$ cat config.mk
export PLATFORM = sky130hd
export DESIGN_NAME = fetch_ctrl
export DESIGN_NICKNAME = d
export VERILOG_FILES = /design/src/rtl/fetch_ctrl.sv
export SDC_FILE = /design/constraint.sdc
export NUM_CORES = 1
export LEC_CHECK = 0
export BUFFER_PORTS_ARGS = -buffer_cell sky130_fd_sc_hd__buf_2
export CAP_MARGIN = 0
export CORE_UTILIZATION = 53
export CTS_CLUSTER_DIAMETER = 100
export DETAILED_ROUTE_END_ITERATION = 10
export MAX_ROUTING_LAYER = met4
export PLACE_DENSITY = 0.81
export SLEW_MARGIN = 20
export SYNTH_ARGS = -nofsm -noshare
export SYNTH_HDL_FRONTEND = slang
export SYNTH_SLANG_ARGS = --single-unit
$ cat constraint.sdc
create_clock -name clk -period 2.71 [get_ports clk]
set_clock_uncertainty 0.1 [all_clocks]
set_input_delay 0.271 -clock clk [delete_from_list [all_inputs] [get_ports clk]]
set_output_delay 0.271 -clock clk [all_outputs]
set_load 0.02 [all_outputs]
$ cat src/rtl/fetch_ctrl.sv
// Instruction fetch controller: one outstanding memory read, one-entry output
// register toward decode, and branch redirects that squash in-flight words.
module fetch_ctrl #(
    parameter logic [31:0] RESET_PC = 32'h00000000
) (
    input  logic        clk,
    input  logic        rst,
    input  logic        Branch,
    input  logic [31:0] BranchTarget,
    output logic        ImemReq,
    output logic [31:0] ImemAddr,
    input  logic        ImemAck,
    input  logic [31:0] ImemData,
    output logic        InstrValid,
    output logic [31:0] Instr,
    output logic [31:0] InstrPC,
    input  logic        InstrReady
);

    typedef enum logic [1:0] {
        FETCH = 2'd0,
        HOLD  = 2'd1,
        DROP  = 2'd2
    } state_t;

    localparam logic [31:0] RESET_PC_ALIGNED = {RESET_PC[31:2], 2'b00};

    state_t      r_state,    w_state_nxt;
    logic [31:0] r_pc,       w_pc_nxt;
    logic [31:0] r_pend,     w_pend_nxt;
    logic [31:0] r_instr,    w_instr_nxt;
    logic [31:0] r_instr_pc, w_instr_pc_nxt;
    logic        r_valid,    w_valid_nxt;
    logic        w_req;
    logic [31:0] w_target;

    assign w_target = {BranchTarget[31:2], 2'b00};

    // NOTE: every signal gets its hold value before the case so no path can infer a latch.
    always_comb begin
        w_state_nxt    = r_state;
        w_pc_nxt       = r_pc;
        w_pend_nxt     = r_pend;
        w_instr_nxt    = r_instr;
        w_instr_pc_nxt = r_instr_pc;
        w_valid_nxt    = r_valid;
        w_req          = 1'b0;
        unique case (r_state)
            FETCH: begin
                w_req = 1'b1;
                if (ImemAck) begin
                    if (Branch) begin
                        w_pc_nxt = w_target;
                    end else begin
                        w_instr_nxt    = ImemData;
                        w_instr_pc_nxt = r_pc;
                        w_valid_nxt    = 1'b1;
                        w_state_nxt    = HOLD;
                    end
                end else if (Branch) begin
                    w_pend_nxt  = w_target;
                    w_state_nxt = DROP;
                end
            end
            HOLD: begin
                // A redirect also retires the held word, whether or not decode took it.
                if (Branch) begin
                    w_pc_nxt    = w_target;
                    w_valid_nxt = 1'b0;
                    w_state_nxt = FETCH;
                end else if (InstrReady) begin
                    w_pc_nxt    = r_pc + 32'd4;
                    w_valid_nxt = 1'b0;
                    w_state_nxt = FETCH;
                end
            end
            DROP: begin
                w_req = 1'b1;
                if (ImemAck) begin
                    w_pc_nxt    = Branch ? w_target : r_pend;
                    w_state_nxt = FETCH;
                end else if (Branch) begin
                    w_pend_nxt = w_target;
                end
            end
            default: begin
                w_state_nxt = FETCH;
            end
        endcase
    end

    // NOTE: sequential state uses non-blocking assignments so all registers update together.
    always_ff @(posedge clk) begin
        if (rst) begin
            r_state    <= FETCH;
            r_pc       <= RESET_PC_ALIGNED;
            r_pend     <= 32'd0;
            r_instr    <= 32'd0;
            r_instr_pc <= 32'd0;
            r_valid    <= 1'b0;
        end else begin
            r_state    <= w_state_nxt;
            r_pc       <= w_pc_nxt;
            r_pend     <= w_pend_nxt;
            r_instr    <= w_instr_nxt;
            r_instr_pc <= w_instr_pc_nxt;
            r_valid    <= w_valid_nxt;
        end
    end

    assign ImemReq    = w_req & ~rst;
    assign ImemAddr   = r_pc;
    assign InstrValid = r_valid;
    assign Instr      = r_instr;
    assign InstrPC    = r_instr_pc;

endmodule

Word-level counts from Yosys, hierarchy flattened

Cells that the tools add are included.

Flip-flop bits (word level): 131
Latch bits: 0
RAM bits: 0
Bits in read-only memories: 0
Input port bits: 69
Output and inout port bits: 98
Word-level logic and storage cells: 49
Memories: 0

Add/sub/neg operators: 1
Multipliers: 0
Divide/modulo/power cells: 0
Magnitude comparators: 0
Equal/unequal tests: 9
Shift operators: 0
Mux-type cells: 20
Bitwise logic cells: 4
Reductions and logical operators: 9

Operators by type and width:

| kind                  | number |
|---|---|
| $mux 32               | 6 |
| $pmux 32 s3           | 1 |
| $add 32x3->32 const B | 1 |
| $mux 2                | 6 |
| $ne 3x3->1 const B    | 3 |
| $ne 2x2->1 const B    | 4 |
| $reduce_and 4->1      | 2 |
| $pmux 2 s3            | 1 |
| $mux 1                | 5 |
| $reduce_and 5->1      | 1 |
| $not 1->1             | 3 |
| $reduce_and 3->1      | 1 |
| $reduce_bool 3->1     | 1 |
| $eq 2x1->1 const B    | 1 |
| $eq 2x2->1 const B    | 1 |
| $logic_not 2->1       | 1 |
| $pmux 1 s2            | 1 |
| $reduce_and 2->1      | 1 |
| $reduce_bool 2->1     | 1 |
| $reduce_or 2->1       | 1 |
| $and 1x1->1           | 1 |

Depth between registers and ports, before layout

Depth after elaboration: 4
Gate-level depth with buffers: 10
Depth with buffers taken out: 7

Worst setup path before layout

OpenSTA, ideal clock, no wires.

Path type: flip-flop to flip-flop
Start point: reg r_state[0]
End point: reg r_pc[25] (netlist: ImemAddr[25])
Setup time: 0.133 ns
Arrival time: 1.875 ns
Data required time: 2.477 ns
Slack: 0.602 ns
Cell stages (with the launch flop): 10
Buffers on the path: 3
Clock period less this slack: 2.108 ns
Cells stage by stage: dfxtp_1 -> inv_1 -> ha_1 -> buf_2 -> nand3b_1 -> clkbuf_1 -> buf_1 -> nand3_1 -> o311ai_0 -> a31oi_1

Longest elaborated chain between the ends: 3
Elaborated cells on any way between the ends: 10
Classes of those cells: 6 x eq/ne; 1 x mux; 3 x reduce/logical

RTL lines:

| item                                                | line | RTL |
|---|---|---|
| from (decl)                                         | 28   | `state_t r_state, w_state_nxt;` |
| from (signal assigned)                              | 102  | `r_state <= w_state_nxt;` |
| $eq 2x1->1 (tied with other cells)                  | 48   | `unique case (r_state)` |
| $ne 3x3->1 (no source line) (tied with other cells) | n/a  |  |
| $reduce_and 5->1 (no source line)                   | n/a  |  |
| to (signal assigned)                                | 103  | `r_pc <= w_pc_nxt;` |
| to (decl)                                           | 29   | `logic [31:0] r_pc, w_pc_nxt;` |

Several ways; a longest one is shown, not always the timed one.
A chain may end at the register's enable or synchronous reset.

Worst setup path in the final report

Start point: reg r_state[1]
End point: reg r_pc[23] (netlist: ImemAddr[23])

The elaborated chain is that of the path after synthesis.

==> parameters.txt <==
Parameter                              Value

Synthesis
  Flip-flop cell with the highest count after synthesis ... sky130_fd_sc_hd__dfxtp_1
  Synthesized netlist net count ... 864
  Leading cell type by number of instances after synthesis ... sky130_fd_sc_hd__nand2_1
  Cell area after synthesis ... 0.006060 mm2
  Library cell with the largest summed area after synthesis ... sky130_fd_sc_hd__dfxtp_1
  Sequential fraction of the synthesis area ... 0.4328
  Number of register bits inferred by synthesis ... 131
  Gate count after technology mapping ... 790
  Post-Synth XOR/XNOR Area ... 0.01301
  Fraction of synthesis flops using an asynchronous set or reset pin ... 0
  Proportion of synthesized area in mux cells ... 0.008259
  Compound-Gate Fraction of Synth Area ... 0.2337
  Number of enable-type register cells in the synthesized netlist ... 0
  Simple-Gate Fraction of Synth Area ... 0.2517
  Synth area leaders ... sky130_fd_sc_hd__dfxtp_1 43%, sky130_fd_sc_hd__nand2_1 14%, sky130_fd_sc_hd__a21oi_1 9.0%
  Combinational family with the most area after synthesis ... simple AND/OR/NAND/NOR gates
  Area share of the largest cell type after synthesis ... 0.4328
  Post-synthesis average cell area ... 7.670 um2
  Synthesis warning total ... 0
  Number of distinct library cells after synthesis ... 60
  Most frequent cells after synthesis ... 225 x sky130_fd_sc_hd__nand2_1, 131 x sky130_fd_sc_hd__dfxtp_1, 109 x sky130_fd_sc_hd__a21oi_1
  Post-synthesis adder-cell area fraction ... 0.01032

Critical path
  Setup slack on the worst flop-to-flop path ... 0.33 ns
  Startpoint of the worst register-to-register path ... r_state[1]
  Worst path required time ... 2.91 ns
  Critical R2R Capture ... ImemAddr[23]
  Largest fanout of any net on the critical path ... 18
  Kind of start point of the critical path ... flop
  First element of the critical path ... r_state[1]
  Critical Setup Path Class ... reg -> reg
  Endpoint class of the critical path ... flop
  Cell count of the worst reg-to-reg path ... 8
  WP data arrival ... 2.58 ns

Global routing
  First-pass GRT wire length ... 27.87 mm
  Aggregate global routing overflow ... 0
  Number of global-route vias before repair ... 5669
  Global routing usage summed across all routing layers ... 0.3116
  Number of antenna violations at the first check in global routing ... 0
  Maximum number of pins on one net before global-route repair ... 65

Floorplanning
  Die width ... 108.9 um
  Core Footprint ... 0.01098 mm2
  Starting density of the core ... 0.5517
  Full die area ... 0.01186 mm2
  Boundary pin count ... 167
  Site Rows ... 38
  Chip Height ... 108.9 um

STA
  Final hold viol count ... 3
  RSZ-0062 raised after global routing ... false
  Portion of the clock cycle consumed by the worst path in the final layout ... 0.8775
  Slew @ Worst Pin ... 0.6378 ns
  Max-slew headroom ... 0.5737
  Number of slew-limit violations in the final report ... 0
  Setup violation total in the final timing report ... 0
  Minimum clock period after layout ... 2.378 ns
  Final hold slack ... -0.002519 ns
  Highest attainable clock frequency ... 420.5 MHz
  Setup tns final ... 0 ns

Route
  DRC errors left ... 0
  Routed via count divided by cell count ... 5.783
  Total wire length ... 18.19 mm
  Wire per inst ... 16.11 um
  Detailed Route Iter0 Violations ... 731
  Number of nets still failing antenna checks after routing ... 0
  Overall via count from detail_route ... 6529
  Count of TritonRoute iterations in the first routing pass ... 7

Pwr
  Leak Pwr ... 3.353 nW
  Maximum ir drop on the vdd rail ... 0.3634 mV
  Power density relative to cell area ... 684.7 mW/mm2

Status
  Violations in the final reports ... hold timing
  Status ... finished with violations

Job
  # Max-Cap Violations ... 0

Layout
  Total number of nets in the final design ... 1050
  Final core utilization ... 0.7340
  Area Growth Syn to Fin ... 33.04%
  Diodes inserted ... 0
  Fraction of final layout cells sized beyond drive strength 1 ... 0.2417

CTS
  Clock slew at reported path FFs ... 0.06 ns
  Total clock buffers created by CTS ... 17
  Root Buffer ... sky130_fd_sc_hd__clkbuf_16
  H-tree level count ... 4
  Clock tree from TritonCTS ... done
  Insertion delay of the later-clocked pin in the worst-skew pair ... 0.43 ns
  Longest Clk Path Bufs ... 2
  Sinks on Clock Net ... 131

Worst hold path
  Worst-case hold path end point ... r_pend[19]
  Hold path depth ... 3
  Path category of the worst min-delay check ... in -> reg
  Startpoint of the tightest hold check path ... BranchTarget[19]

Placement
  Placer congestion estimate ... 0.9268
  Placed wire-length estimate ... 11.66 mm
  Port-buffer cells ... 164
==> repair_timing <==
action                    in CTS  in global routing
setup buffers                  0                  0
hold endpoints to repair      39                  0
hold buffers                  39                  0
resized for setup              0                  0
==> logic make-up (layout without fill, tap and decap cells) <==
group / Yosys count / after routing
simple gates: 340 / 340
flops: 131 / 131
buf+inv: 74 / 273
xor+xnor: 9 / 9
mux: 5 / 5
fa+ha+maj: 5 / 5
compound gates: 226 / 226
==> cell type report <==
| class | instances | area [um2] |
|---|---|---|
| Clock buffer | 22 | 484.2 |
| Clock inverter | 10 | 146.4 |
| Fill cell | 835 | 2922 |
| Inverter | 11 | 41.29 |
| Multi-Input combinational cell | 585 | 3151 |
| Sequential cell | 131 | 2623 |
| Tap cell | 140 | 175.2 |
| Timing Repair Buffer | 230 | 1441 |
==> metal layers <==
metal | part of all wire | vias to the layer above | GRT usage
met3 | 0.096 | 25 | 0.08249
met4 | 0.013 | 0 | 0.1071
met5 | 0 | - | -
met1 | 0.43 | 2996 | 0.3996
li1 | - | 3156 | -
met2 | 0.47 | 352 | 0.4726
==> cells in the final DEF, fill, tap and decap left out, types with 3 or more instances in the layout <==
cell / n
sky130_fd_sc_hd__nand2_1: 225
sky130_fd_sc_hd__buf_2: 163
sky130_fd_sc_hd__dfxtp_1: 131
sky130_fd_sc_hd__a21oi_1: 109
sky130_fd_sc_hd__dlygate4sd3_1: 39
sky130_fd_sc_hd__nor2_1: 31
sky130_fd_sc_hd__o21ai_0: 31
sky130_fd_sc_hd__buf_4: 26
sky130_fd_sc_hd__nand3_1: 18
sky130_fd_sc_hd__clkbuf_16: 17
sky130_fd_sc_hd__nand4_1: 13
sky130_fd_sc_hd__a22o_1: 12
sky130_fd_sc_hd__a211oi_1: 11
sky130_fd_sc_hd__inv_1: 10
sky130_fd_sc_hd__nor3_1: 10
sky130_fd_sc_hd__a31oi_1: 10
sky130_fd_sc_hd__and3_1: 9
sky130_fd_sc_hd__a221oi_1: 9
sky130_fd_sc_hd__a22oi_1: 8
sky130_fd_sc_hd__a21o_1: 8
sky130_fd_sc_hd__mux2i_1: 5
sky130_fd_sc_hd__xnor2_1: 5
sky130_fd_sc_hd__ha_1: 5
sky130_fd_sc_hd__nor2b_1: 4
sky130_fd_sc_hd__and4_1: 4
sky130_fd_sc_hd__and2_1: 4
sky130_fd_sc_hd__xor2_1: 4
sky130_fd_sc_hd__clkbuf_8: 4
sky130_fd_sc_hd__clkinvlp_4: 4
sky130_fd_sc_hd__nand3_2: 3
sky130_fd_sc_hd__a32oi_1: 3
sky130_fd_sc_hd__or4_1: 3
sky130_fd_sc_hd__a222oi_1: 3
sky130_fd_sc_hd__bufinv_16: 3
==> flip-flops by register name (all words and copies together), names as in the netlist <==
name and count:
ImemAddr 32, InstrPC 32, Instr 32, r_pend 32, r_state 2, InstrValid 1
==> power by group <==
group	leakage (nW)	total (W)	switching (W)	internal, W
Combinational	1.99	0.000931	0.000580	0.000351
Sequential	1.07	0.00218	0.000132	0.00204
Clock	0.296	0.00241	0.000863	0.00155
==> metrics by stage <==
stage                     hold WS (ns)  setup WS (ns)  power (W)  std cells  instance area [um2]
after floorplan                 0.3070         0.6020   0.002743        790                 6060
after global placement          0.3387         0.4324   0.003066       1058                 7041
after detailed placement        0.3437         0.3988   0.003079       1058                 7041
after CTS                    0.0003297         0.3847   0.005521       1129                 8061
after global routing          0.001201         0.1855   0.005721       1129                 8061
final                        -0.002519         0.3319   0.005520       1129                 8061
==> critical path, cell delays in order, from the launching register on <==
cell and delay [ns]:
sky130_fd_sc_hd__dfxtp_1 0.37, sky130_fd_sc_hd__inv_1 0.08, sky130_fd_sc_hd__ha_1 0.19, sky130_fd_sc_hd__buf_4 0.18
sky130_fd_sc_hd__o21ai_0 0.22, sky130_fd_sc_hd__nand2_1 0.43, sky130_fd_sc_hd__a22oi_1 0.38, sky130_fd_sc_hd__o2111a_1 0.26
sky130_fd_sc_hd__a2111oi_2 0.05
==> worst max-delay path by stage <==
stage	to	slack [ns]	cells after the start
after CTS	ImemAddr[25]	0.38	8
after global routing	ImemAddr[23]	0.19	6
after detailed placement	ImemAddr[25]	0.40	8
final	ImemAddr[23]	0.33	8
after floorplan	ImemAddr[25]	0.60	9
after global placement	ImemAddr[23]	0.43	8
Note: power is estimated with default switching activity, not from simulation.
